File: config.mk
export PLATFORM = sky130hd
export DESIGN_NAME = riscv_io_uart_flat
export DESIGN_NICKNAME = d
export VERILOG_FILES = /design/src/rtl/riscv_io_uart_pkg.sv /design/src/rtl/riscv_io_uart_if.sv /design/src/rtl/riscv_io_uart_fifo.sv /design/src/rtl/riscv_io_uart.sv /design/src/flat_wrapper.sv
export SDC_FILE = /design/constraint.sdc
export NUM_CORES = 1
export LEC_CHECK = 0
export CORE_ASPECT_RATIO = 1.2
export CORE_MARGIN = 2
export CORE_UTILIZATION = 35
export DETAILED_ROUTE_END_ITERATION = 10
export PLACE_DENSITY = 0.55
export RECOVER_POWER = 25
export REMOVE_ABC_BUFFERS = 1
export SKIP_LAST_GASP = 1
export SLEW_MARGIN = 20
export SYNTH_ARGS = -nofsm -noshare
export SYNTH_HDL_FRONTEND = slang
export SYNTH_SLANG_ARGS = --single-unit
File: constraint.sdc
create_clock -name clk -period 2.85 [get_ports clk]
set_input_delay 0.57 -clock clk [delete_from_list [all_inputs] [get_ports clk]]
set_output_delay 0.57 -clock clk [all_outputs]
set_load 0.01 [all_outputs]
File: src/rtl/riscv_io_uart_pkg.sv
// Shared constants and types for the memory-mapped IO block.
// Covers the select bit, the register indices, the STATUS bit positions and the TX state encoding.
package riscv_io_pkg;

  localparam int IO_SEL_BIT = 22;

  localparam logic [2:0] REG_TXDATA = 3'd0;
  localparam logic [2:0] REG_STATUS = 3'd1;
  localparam logic [2:0] REG_LEDS   = 3'd2;
  localparam logic [2:0] REG_CYCLE  = 3'd3;

  localparam int ST_FULL      = 0;
  localparam int ST_EMPTY     = 1;
  localparam int ST_BUSY      = 2;
  localparam int ST_OVF       = 3;
  localparam int ST_COUNT_LSB = 8;

  typedef enum logic [1:0] {
    TX_IDLE,
    TX_START,
    TX_DATA,
    TX_STOP
  } tx_state_t;

endpackage

File: src/rtl/riscv_io_uart_if.sv
// Core data-port bus as seen by the IO block.
// The core drives address, store data and strobe; the IO block returns combinational read data.
interface riscv_io_uart_if;
  logic [31:0] io_addr;
  logic [31:0] io_wdata;
  logic        io_we;
  logic [31:0] io_rdata;

  modport master (output io_addr, output io_wdata, output io_we, input io_rdata);
  modport slave  (input io_addr, input io_wdata, input io_we, output io_rdata);
endinterface

File: src/rtl/riscv_io_uart_fifo.sv
// Synchronous FIFO with wrap-bit pointers.
// A push is accepted when full if a pop happens in the same cycle.
module io_sync_fifo #(
  parameter int WIDTH = 8,
  parameter int DEPTH = 16
) (
  input  logic                     clk,
  input  logic                     reset,
  input  logic                     push,
  input  logic                     pop,
  input  logic [WIDTH-1:0]         din,
  output logic [WIDTH-1:0]         dout,
  output logic                     full,
  output logic                     empty,
  output logic [$clog2(DEPTH):0]   count
);

  localparam int AW = $clog2(DEPTH);

  logic [WIDTH-1:0] mem [DEPTH];
  logic [AW:0]      wr_ptr;
  logic [AW:0]      rd_ptr;
  logic             do_push;
  logic             do_pop;

  assign empty   = (wr_ptr == rd_ptr);
  assign full    = (wr_ptr[AW] != rd_ptr[AW]) && (wr_ptr[AW-1:0] == rd_ptr[AW-1:0]);
  assign count   = wr_ptr - rd_ptr;
  assign do_pop  = pop && !empty;
  assign do_push = push && (!full || do_pop);
  assign dout    = mem[rd_ptr[AW-1:0]];

  // NOTE: sequential state is updated with non-blocking assignments only.
  always_ff @(posedge clk) begin
    if (reset) begin
      wr_ptr <= '0;
      rd_ptr <= '0;
    end else begin
      if (do_push) wr_ptr <= wr_ptr + (AW+1)'(1);
      if (do_pop)  rd_ptr <= rd_ptr + (AW+1)'(1);
    end
  end

  // NOTE: storage is not reset; the pointers alone define which entries are valid.
  always_ff @(posedge clk) begin
    if (do_push) mem[wr_ptr[AW-1:0]] <= din;
  end

endmodule

File: src/rtl/riscv_io_uart.sv
// IO slave behind the M stage: buffered 8N1 UART transmitter, LED register, cycle counter.
// Selected by io_addr[22]; read data is combinational from the address.
module riscv_io_uart
  import riscv_io_pkg::*;
#(
  parameter int CLK_HZ     = 50_000_000,
  parameter int BAUD       = 115200,
  parameter int FIFO_DEPTH = 16
) (
  input  logic                  clk,
  input  logic                  reset,
  riscv_io_uart_if.slave        bus,
  output logic                  uart_tx,
  output logic [7:0]            leds
);

  localparam int CPB = CLK_HZ / BAUD;
  localparam int BW  = (CPB > 1) ? $clog2(CPB) : 1;
  localparam int CW  = $clog2(FIFO_DEPTH) + 1;

  logic        sel;
  logic        wr;
  logic [2:0]  idx;
  logic        push;
  logic        pop;
  logic        fifo_full;
  logic        fifo_empty;
  logic [7:0]  fifo_dout;
  logic [CW-1:0] fifo_count;
  logic        ovf;
  logic [31:0] cycle;
  logic [31:0] rdata;
  logic        busy;
  logic        unused_bits;

  tx_state_t   state, state_n;
  logic [BW-1:0] baud_cnt, baud_n;
  logic [2:0]  bit_cnt, bit_n;
  logic [7:0]  shreg, shreg_n;
  logic        tx_n;
  logic        bit_end;

  assign sel  = bus.io_addr[IO_SEL_BIT];
  assign wr   = bus.io_we && sel;
  assign idx  = bus.io_addr[4:2];
  assign push = wr && (idx == REG_TXDATA);
  assign busy = (state != TX_IDLE);
  assign unused_bits = ^{bus.io_addr[31:23], bus.io_addr[21:5], bus.io_addr[1:0], bus.io_wdata[31:8]};

  io_sync_fifo #(.WIDTH(8), .DEPTH(FIFO_DEPTH)) u_fifo (
    .clk   (clk),
    .reset (reset),
    .push  (push),
    .pop   (pop),
    .din   (bus.io_wdata[7:0]),
    .dout  (fifo_dout),
    .full  (fifo_full),
    .empty (fifo_empty),
    .count (fifo_count)
  );

  assign bit_end = (baud_cnt == BW'(CPB - 1));

  always_comb begin
    // NOTE: every signal written here gets a default first so no latch is inferred.
    state_n = state;
    baud_n  = baud_cnt + BW'(1);
    bit_n   = bit_cnt;
    shreg_n = shreg;
    tx_n    = uart_tx;
    pop     = 1'b0;
    unique case (state)
      TX_IDLE: begin
        baud_n = '0;
        tx_n   = 1'b1;
        if (!fifo_empty) begin
          pop     = 1'b1;
          shreg_n = fifo_dout;
          tx_n    = 1'b0;
          state_n = TX_START;
        end
      end
      TX_START: begin
        if (bit_end) begin
          baud_n  = '0;
          tx_n    = shreg[0];
          shreg_n = shreg >> 1;
          bit_n   = 3'd0;
          state_n = TX_DATA;
        end
      end
      TX_DATA: begin
        if (bit_end) begin
          baud_n = '0;
          if (bit_cnt == 3'd7) begin
            tx_n    = 1'b1;
            state_n = TX_STOP;
          end else begin
            tx_n    = shreg[0];
            shreg_n = shreg >> 1;
            bit_n   = bit_cnt + 3'd1;
          end
        end
      end
      TX_STOP: begin
        if (bit_end) begin
          baud_n = '0;
          if (!fifo_empty) begin
            // Next frame starts without an idle gap.
            pop     = 1'b1;
            shreg_n = fifo_dout;
            tx_n    = 1'b0;
            state_n = TX_START;
          end else begin
            tx_n    = 1'b1;
            state_n = TX_IDLE;
          end
        end
      end
      default: state_n = TX_IDLE;
    endcase
  end

  always_ff @(posedge clk) begin
    if (reset) begin
      state    <= TX_IDLE;
      baud_cnt <= '0;
      bit_cnt  <= '0;
      shreg    <= '0;
      uart_tx  <= 1'b1;
    end else begin
      state    <= state_n;
      baud_cnt <= baud_n;
      bit_cnt  <= bit_n;
      shreg    <= shreg_n;
      uart_tx  <= tx_n;
    end
  end

  always_ff @(posedge clk) begin
    if (reset) begin
      leds  <= '0;
      ovf   <= 1'b0;
      cycle <= '0;
    end else begin
      cycle <= cycle + 32'd1;
      if (wr && idx == REG_LEDS) leds <= bus.io_wdata[7:0];
      if (wr && idx == REG_STATUS)       ovf <= 1'b0;
      else if (push && fifo_full && !pop) ovf <= 1'b1;
    end
  end

  always_comb begin
    rdata = '0;
    if (sel) begin
      case (idx)
        REG_STATUS: begin
          rdata[ST_COUNT_LSB +: 8] = 8'(fifo_count);
          rdata[ST_OVF]            = ovf;
          rdata[ST_BUSY]           = busy;
          rdata[ST_EMPTY]          = fifo_empty;
          rdata[ST_FULL]           = fifo_full;
        end
        REG_LEDS:  rdata[7:0] = leds;
        REG_CYCLE: rdata      = cycle;
        default:   rdata      = '0;
      endcase
    end
  end

  assign bus.io_rdata = rdata;

endmodule

File: src/flat_wrapper.sv
// flat-port wrapper written by rule: the top's interface ports become plain ports
module riscv_io_uart_flat import riscv_io_pkg::*;
#(
  parameter int CLK_HZ     = 50_000_000,
  parameter int BAUD       = 115200,
  parameter int FIFO_DEPTH = 16
)
  (clk, reset, uart_tx, leds, bus_io_addr, bus_io_wdata, bus_io_we, bus_io_rdata);
  riscv_io_uart_if bus_i ();
  input  logic clk;
  input  logic reset;
  output logic uart_tx;
  output logic [7:0] leds;
  input wire logic [$bits(bus_i.io_addr)-1:0] bus_io_addr;
  input wire logic [$bits(bus_i.io_wdata)-1:0] bus_io_wdata;
  input wire logic [$bits(bus_i.io_we)-1:0] bus_io_we;
  output wire logic [$bits(bus_i.io_rdata)-1:0] bus_io_rdata;
  assign bus_i.io_addr = bus_io_addr;
  assign bus_i.io_wdata = bus_io_wdata;
  assign bus_i.io_we = bus_io_we;
  assign bus_io_rdata = bus_i.io_rdata;
  riscv_io_uart #(.CLK_HZ(CLK_HZ), .BAUD(BAUD), .FIFO_DEPTH(FIFO_DEPTH)) u_core (.clk(clk), .reset(reset), .bus(bus_i), .uart_tx(uart_tx), .leds(leds));
endmodule
# ---- After elaboration in Yosys (flattened, before gate mapping)
# Memories as Yosys holds them, arrays and structs flattened. A register that Yosys moved wholly into a read port is not among the register bits.
# Index checks and enable logic that the tools add are counted.
dict set report op_classes {
  addsub 6
  n_eq_ne 17
  muxes 37
  n_reduce_logical 23
}
# cell n
set ops {}
lappend ops {{two-way mux 8 bit} 5}
lappend ops {{adder 32 x 1 -> 32 bit (second input constant)} 1}
lappend ops {{two-way mux 32 bit} 1}
lappend ops {{one-hot mux 8 bit (4 select lines)} 1}
lappend ops {{one-hot mux 9 bit (2 select lines)} 1}
lappend ops {{two-way mux 16 bit} 1}
lappend ops {{one-hot mux 8 bit (2 select lines)} 1}
lappend ops {{one-hot mux 4 bit (3 select lines)} 1}
lappend ops {{adder 5 x 1 -> 5 bit (second input constant)} 2}
lappend ops {{two-way mux 1 bit} 10}
lappend ops {{two-way mux 2 bit} 5}
lappend ops {{adder 9 x 1 -> 9 bit (second input constant)} 1}
lappend ops {{== test 9 bit (second input constant)} 1}
lappend ops {{logical AND 1 bit} 9}
lappend ops {{two-way mux 3 bit} 3}
lappend ops {{two-way mux 9 bit} 1}
lappend ops {{two-way mux 4 bit} 2}
lappend ops {{inequality test 2 x 1 -> 1 bit (second input constant)} 4}
lappend ops {{one-hot mux 2 bit (4 select lines)} 1}
lappend ops {{one-hot mux 4 bit (2 select lines)} 1}
lappend ops {{AND reduction 4 bit} 2}
lappend ops {{== test 3 x 2 -> 1 bit (second input constant)} 2}
lappend ops {{one-hot mux 3 bit (2 select lines)} 1}
lappend ops {{== test 5 bit} 1}
lappend ops {{20 further kinds} 25}
dict set report word_totals {
  regBits 74
  ramBits 128
  in_bits 67
  out_inout_bits 41
  word_cells 94
  mem_count 1
}
# name words word_bits read_ports rd_clocked_by_memory_dff wr line_no
set mem_list {}
lappend mem_list {u_core.u_fifo.mem 16 8 1 1 1 riscv_io_uart_fifo.sv:20} ;# logic [WIDTH-1:0] mem [DEPTH];

# ---- Logic depth before layout (Yosys ltp)
# Gate-level depths: netlist of run 1.
dict set report logic_depth {
  depth_word 9
  ltp_mapped 9
  mapped_depth_nobuf 9
}

# ---- By module
# From an unflattened synthesis of run 1, not the netlist that was laid out.
dict set report hier_totals {
  hier_cells 700
  area_unflattened_um2 9077.5
}
# mod instances cells_per_inst area_per_inst_um2 seq_area_each_um2
set by_module_without_submodules {}
lappend by_module_without_submodules {io_sync_fifo 1 298 5662.9 4124.0}
lappend by_module_without_submodules {riscv_io_uart 1 402 3414.5 1281.2}

# ---- Worst setup path after synthesis of run 1
# Ideal clock, no wire load.
dict set report synth_timing {
  path_kind {reg-to-reg}
  from {register u_core.state[0]}
  to {memory u_core.u_fifo.mem[3][0] (enable)}
  setup_time_ns 0.383
  arrival_time_ns 2.227
  required_time_ns 2.467
  slack_ns 0.239
  path_stages_with_launch 9
  path_buffers 1
  period_less_slack_ns 2.611
  cell_sequence {dfxtp_1 -> inv_1 -> ha_1 -> clkbuf_1 -> inv_1 -> nand4_1 -> a21oi_2 -> nand2_1 -> nor3_1}
}
dict set report synth_between {
  elab_chain_cells 7
  word_cells_on_any_way 8
  cone_classes {eq/ne: 1; mux: 3; reduce/logical: 4}
}
# item line_no
set synth_lines {}
lappend synth_lines {{start, declared} riscv_io_uart.sv:36} ;# tx_state_t state, state_n;
lappend synth_lines {{start signal, assigned} riscv_io_uart.sv:132} ;# state <= state_n;
lappend synth_lines {{== test 2 bit / logical NOT 2 bit (equally long branches)} riscv_io_uart.sv:72} ;# unique case (state)
lappend synth_lines {{one-hot mux 1 bit (2 select lines) (*)} riscv_io_uart.sv:72}
lappend synth_lines {{logical AND 1 bit (*)} riscv_io_uart_fifo.sv:29} ;# assign do_pop = pop && !empty;
lappend synth_lines {{logical OR 1 bit (*)} riscv_io_uart_fifo.sv:30} ;# assign do_push = push && (!full || do_pop);
lappend synth_lines {{logical AND 1 bit (*)} riscv_io_uart_fifo.sv:30}
lappend synth_lines {{two-way mux 1 bit (*)} riscv_io_uart_fifo.sv:46} ;# if (do_push) mem[wr_ptr[AW-1:0]] <= din;
lappend synth_lines {{two-way mux 1 bit (implied by the code) (*)} riscv_io_uart_fifo.sv:46}
lappend synth_lines {{end, declared} riscv_io_uart_fifo.sv:20}
# Mark *: on every way between the ends. The rest lies on a longest branch, timed or not.

# ---- Worst setup path in the final report of run 1
dict set report layout_timing {
  from {register u_core.u_fifo.rd_ptr[1]}
  to {output port bus_io_rdata[11]}
}
dict set report layout_between {
  elab_chain_cells 3
}
# item line_no
set layout_lines {}
lappend layout_lines {{start, declared} riscv_io_uart_fifo.sv:22} ;# logic [AW:0] rd_ptr;
lappend layout_lines {{start signal, assigned} riscv_io_uart_fifo.sv:40} ;# if (do_pop) rd_ptr <= rd_ptr + (AW+1)'(1);
lappend layout_lines {{subtractor 5 bit} riscv_io_uart_fifo.sv:28} ;# assign count = wr_ptr - rd_ptr;
lappend layout_lines {{one-hot mux 8 bit (2 select lines)} riscv_io_uart.sv:156} ;# case (idx)
lappend layout_lines {{two-way mux 32 bit} riscv_io_uart.sv:155} ;# if (sel) begin
lappend layout_lines {{end, declared} flat_wrapper.sv:17} ;# output wire logic [$bits(bus_i.io_rdata)-1:0] bus_io_rdata;
# No other way between the ends.

==> flow_metrics.tcl, run 1 <==
set metrics [dict create \
    outcome "finished, violations left" \
    violations "max-capacitance violations, max-slew violations, negative setup slack" \
    drv_slew 37 \
    maxCapViolCount 1 \
    cts_buffer_depth 3 \
    synth_seq_area_share_pct 60.8 \
    syn-mean-instance-area_um2 12.9 \
    yosysWarningCount 0 \
    post-route-drc-count 0 \
    port_buffers 55 \
    cts_root_buf "clkbuf_16" \
    gr-total-overflow 0 \
    vias_per_cell 5.06 \
    fin_crit_ps 2870 \
    grt_first_pass_wirelength_mm 32.1 \
    startpoint_type "register" \
    synth.area.top_cells "edfxtp_1 43%, dfxtp_1 18%, mux4_2 8.1%" \
    areaGrowthSynthToFinish_pct 23.8 \
    synth_commonest_cells "128 x edfxtp_1, 98 x nor2_1, 78 x dfxtp_1" \
    cts_tree "done" \
    clk_pin_slew_ps 60 \
    clock_sink_count 206 \
    crit_arrival_ps 2300 \
    first_iter_violations 336 \
    num_rows 63 \
    crit_path_top_delay_cell "or3b_4" \
    dieWidth_um 149 \
    ys.flop_type "edfxtp_1" \
    critPathKind "register to output port" \
    place.gp.congestion 0.799 \
    core_mm2 0.0248 \
    track_usage_pct 15.5 \
    crit_buf_inv 2 \
    utilization_pct 44.3 \
    place_inst 1093 \
    hold_slack_ps 479 \
    synth.most_common_cell "edfxtp_1" \
    drive_gt1_share_pct 19.8 \
    antenna_found_initial 0 \
    postRouteAntennaNets 0 \
    hp-class "register to register" \
    hold_violations 0 \
    cpLargestDelayFamily "simple AND/OR/NAND/NOR gates" \
    vias 5768 \
    async_flop_share_pct 0 \
    die_area_mm2 0.0267 \
    fin_cells 1141 \
    place_ws_ps -81.7 \
    final-setup-viol-count 1 \
    start_util_pct 35.8 \
    io_pins 108 \
    worstPathMaxFanout 2 \
    drt_pass1_iterations 5 \
    setup_tns_ps -18.6 \
    numCtsBuffers 23 \
    routedWlPerCell_um 17.8 \
    fp.dieH_um 179 \
    netlist_area_mm2 0.00888 \
    rsz0062_at_grt "true" \
    place.detailed.hpwl_mm 13.8 \
    clock_latency_ps 500 \
    num-nets-final 888 \
    powerDensity_mw_per_mm2 697 \
    ys_seq_elements 206 \
    routed_wl_mm 20.3 \
    synth_edf_count 128 \
    setup_ws_ps -18.6 \
    fin_crit_sh_pct 101 \
    grt_pass1_vias 6017 \
    critPathRequiredTime_ps 2280 \
    endpoint_kind "output port" \
    crit_chain "inv_1, ha_4, nor2b_1, o21a_1, o21ai_1, or3b_4, a21oi_2, buf_2" \
    max_stage_delay_ps 390 \
    yosys.area.top_type "edfxtp_1" \
    power_leakage_nw 3.96 \
    h-tree-depth 1 \
    syn_inst 688 \
    slew_headroom_pct -23.2 \
    worst_slew_pin_slew_ps 1850 \
    yosysTopAreaCellShare_pct 43.3 \
    fmax_mhz 349 \
    grt_max_degree 37 \
    peakVddDrop_v 0.000407 \
    yosysUniqueCellTypes 57 \
    clock_skew_ps 13.1 \
]
## logic make-up after synthesis
kind of cell               after synthesis  synth area share (%)
AOI/OAI and AO/OA                       84                  6.15
adders and majority gates               20                  2.90
DFF                                    206                  60.8
buffers and inverters                   42                  1.89
and+or+nand+nor                        241                  13.5
muxes                                   57                  11.0
xor gates and xnor gates                38                  3.75
## cell type report
class | instances | area [µm²]
Clock buffer | 29 | 628
Multi-Input combinational cell | 440 | 3380
Antenna cell | 1 | 2.50
Timing Repair Buffer | 114 | 991
Inverter | 16 | 60.1
Sequential cell | 206 | 5410
Fill cell | 2261 | 13800
Clock inverter | 10 | 126
Tap cell | 325 | 407
## sequential cells by signal, summed over array words and instances, names as in the netlist, named ones only
register	count
u_core.bit_cnt	3
u_core.baud_cnt	9
u_core.ovf	1
u_core.state	2
u_core.cycle	32
u_core.u_fifo.mem	128
u_core.u_fifo.wr_ptr	5
u_core.u_fifo.rd_ptr	5
u_core.uart_tx	1
u_core.leds	8
u_core.shreg	8
## cells in the final DEF, fill, tap and decap left out, types with 18 or more instances in the layout
cell / n
edfxtp_1: 128
nor2_1: 95
dfxtp_1: 74
buf_4: 55
mux4_2: 32
nand2_1: 28
a21oi_1: 28
clkbuf_16: 23
mux2i_1: 22
xor2_1: 21
clkdlybuf4s50_1: 21
and2_1: 19
nand3_1: 18
nor3_1: 18
## layer usage
layer	GRT usage, %	part of all wire [%]
met4	3.21	1.3
met1	18.3	41
met2	29.0	52
met3	2.81	5.4
met5	0	0
## metrics by stage
step | instance area, µm² | power (mW)
finish | 11000 | 7.67
global route | 11000 | 8.00
CTS | 10900 | 7.69
detailed placement | 10100 | 4.71
global placement | 10100 | 4.67
floorplan | 8780 | 4.24
## path summary, 6_finish.rpt
path / cells past startpoint / end / slack, ps / start
worst max-delay path: 8 / bus_io_rdata[11] / -20 / u_core.u_fifo.rd_ptr[1]
worst min-delay path: 1 / u_core.cycle[0] / 480 / u_core.cycle[0]
worst max register to register: 10 / u_core.u_fifo.wr_ptr[3] / 420 / u_core.u_fifo.rd_ptr[3]
worst min register to register: 1 / u_core.cycle[0] / 480 / u_core.cycle[0]
## where the power goes
group	internal, mW	switching, mW
clock	1.82	1.12
sequential	3.24	0.0852
combinational	0.707	0.701
## repair_timing
item                       4_1_cts  5_1_grt
hold buffers                     0        0
pin swaps                        4       12
resized for setup               38       27
buffers inserted                 3        4
gates cloned                     1        0
setup endpoints to repair       24       19
## worst reg2reg max path, delay by kind of cell, from the launching register on
family | cells | cell delay, ps
buf+inv | 4 | 560
simple gates | 2 | 400
flops | 1 | 400
fa+ha+maj | 1 | 340
compound gates | 2 | 330
mux | 1 | 300
No activity file was read; power rests on OpenSTA's default activity.
==> run 2, diff against run 1 <==
- CTS_CLUSTER_DIAMETER: not set -> 50
==> flow_metrics.tcl, run 2 (synthesis gave the netlist of run 1 again) <==
set metrics [dict create \
    num_rows 63 \
    slew_headroom_pct -24.0 \
    drv_slew 37 \
    power_frac_seq_pct 42.5 \
    postRouteAntennaNets 0 \
    dieWidth_um 149 \
    final-setup-viol-count 0 \
    start_util_pct 35.8 \
    hold_slack_ps 475 \
    crit_chain "inv_2, ha_4, inv_2, fa_2, a21o_1, a21oi_2, xnor2_1, nand2_1, a21oi_2, buf_2" \
    powerDensity_mw_per_mm2 707 \
    mostFrequentLayoutCells "128 x edfxtp_1, 96 x nor2_1, 73 x dfxtp_1" \
    post-route-drc-count 0 \
    crit_path_top_delay_cell "fa_2" \
    grt_first_pass_wirelength_mm 32.4 \
    areaGrowthSynthToFinish_pct 24.5 \
    rsz0062_at_grt "true" \
    endpoint_kind "output port" \
    fin_crit_sh_pct 99.9 \
    port_buffers 55 \
    internal_power_mw 5.74 \
    place.detailed.hpwl_mm 13.8 \
    final_common_cell "edfxtp_1" \
    clock_sink_count 206 \
    violations "max-capacitance violations, max-slew violations" \
    grt_pass1_vias 6031 \
    worst_slew_pin_slew_ps 1860 \
    worstPathMaxFanout 2 \
    fin_crit_ps 2850 \
    max_stage_delay_ps 350 \
    crit_arrival_ps 2280 \
    largest_register_ffs 128 \
    track_usage_pct 15.6 \
    p_sw_share_pct 26.6 \
    hp-class "register to register" \
    num-nets-final 890 \
    antenna_found_initial 0 \
    cts_buffer_depth 3 \
    vias_per_cell 5.06 \
    hold_violations 0 \
    drive_gt1_share_pct 20.5 \
    clock_latency_ps 520 \
    num_antenna_cells 0 \
    switchingPower_mw 2.08 \
    gr-total-overflow 0 \
    cts_tree "done" \
    io_pins 108 \
    clkPwrFrac_pct 39.5 \
    fillers 2271 \
    maxCapViolCount 1 \
    vias 5813 \
    startpoint_type "register" \
    critPathKind "register to output port" \
    grt_max_degree 37 \
    die_area_mm2 0.0267 \
    combPwrFrac_pct 18.0 \
    routed_wl_mm 20.5 \
    setup_ws_ps 1.49 \
    cts_root_buf "clkbuf_16" \
    peakVddDrop_v 0.000470 \
    place_ws_ps -81.7 \
    clock_skew_ps 10.1 \
    first_iter_violations 398 \
    critPathRequiredTime_ps 2280 \
    numCtsBuffers 26 \
    h-tree-depth 1 \
    power_leakage_nw 4.00 \
    fp.dieH_um 179 \
    core_mm2 0.0248 \
    clk_pin_slew_ps 60 \
    place.gp.congestion 0.799 \
    outcome "finished, violations left" \
    fmax_mhz 351 \
    utilization_pct 44.5 \
    routedWlPerCell_um 17.8 \
    drt_pass1_iterations 5 \
]
-- run 2: final timing paths --
| check | from | end | slack (ps) | depth (start not counted) |
|---|---|---|---|---|
| max | u_core.u_fifo.wr_ptr[0] | bus_io_rdata[12] | 1 | 10 |
| min | u_core.cycle[0] | u_core.cycle[0] | 470 | 1 |
| max reg2reg | u_core.state[0] | u_core.u_fifo.mem[3][5] | 420 | 8 |
| min reg2reg | u_core.cycle[0] | u_core.cycle[0] | 470 | 1 |
-- run 2: timing repair --
action / in CTS / in global routing
endpoints found under the setup margin: 24 / 19
pin swaps: 4 / 11
cloned: 1 / 0
setup buffers: 3 / 3
hold endpoints to repair: 0 / 0
hold buffers: 0 / 0
resized for setup: 38 / 27
-- run 2: routing by layer --
layer | track usage [%] | up-vias | wire [µm]
li1 | - | 2777 | -
met1 | 18.6 | 2857 | 8500
met2 | 28.8 | 142 | 10600
met3 | 2.74 | 37 | 959
met4 | 4.01 | 0 | 384
met5 | 0 | - | 0
-- run 2: critical path: cells and delay by family, from the launching register on --
kind | cells | cell delay, ps
fa+ha+maj | 2 | 480
compound gates | 3 | 480
flops | 1 | 320
buf+inv | 3 | 260
xor+xnor | 1 | 130
simple gates | 1 | 80
-- run 2: power groups by stage --
stage | combinational [mW] | clock, mW | sequential, mW
floorplan | 0.803 | 0 | 3.44
global placement | 1.29 | 0 | 3.38
detailed placement | 1.33 | 0 | 3.38
CTS | 1.37 | 3.15 | 3.32
global route | 1.55 | 3.27 | 3.34
finish | 1.41 | 3.09 | 3.32
-- run 2: per-stage QoR --
step	cells	power [mW]	cell area, µm²	TNS [ps]
2_1_floorplan	662	4.24	8780	0
3_3_place_gp	1093	4.67	10100	-867
3_5_place_dp	1093	4.71	10100	-824
4_1_cts	1145	7.84	11000	-458
5_1_grt	1148	8.15	11100	-188
6_report	1148	7.82	11100	0
-- run 2: layout make-up --
type                    count  area (µm²)  area share (%)
multi-input cells         440        3370            30.5
inverters                  16        60.1           0.543
clock inverters            15         116            1.05
flip-flops and latches    206        5410            48.9
clock buffers              33         708            6.40
repair buffers            113         982            8.88
well taps                 325         407            3.68
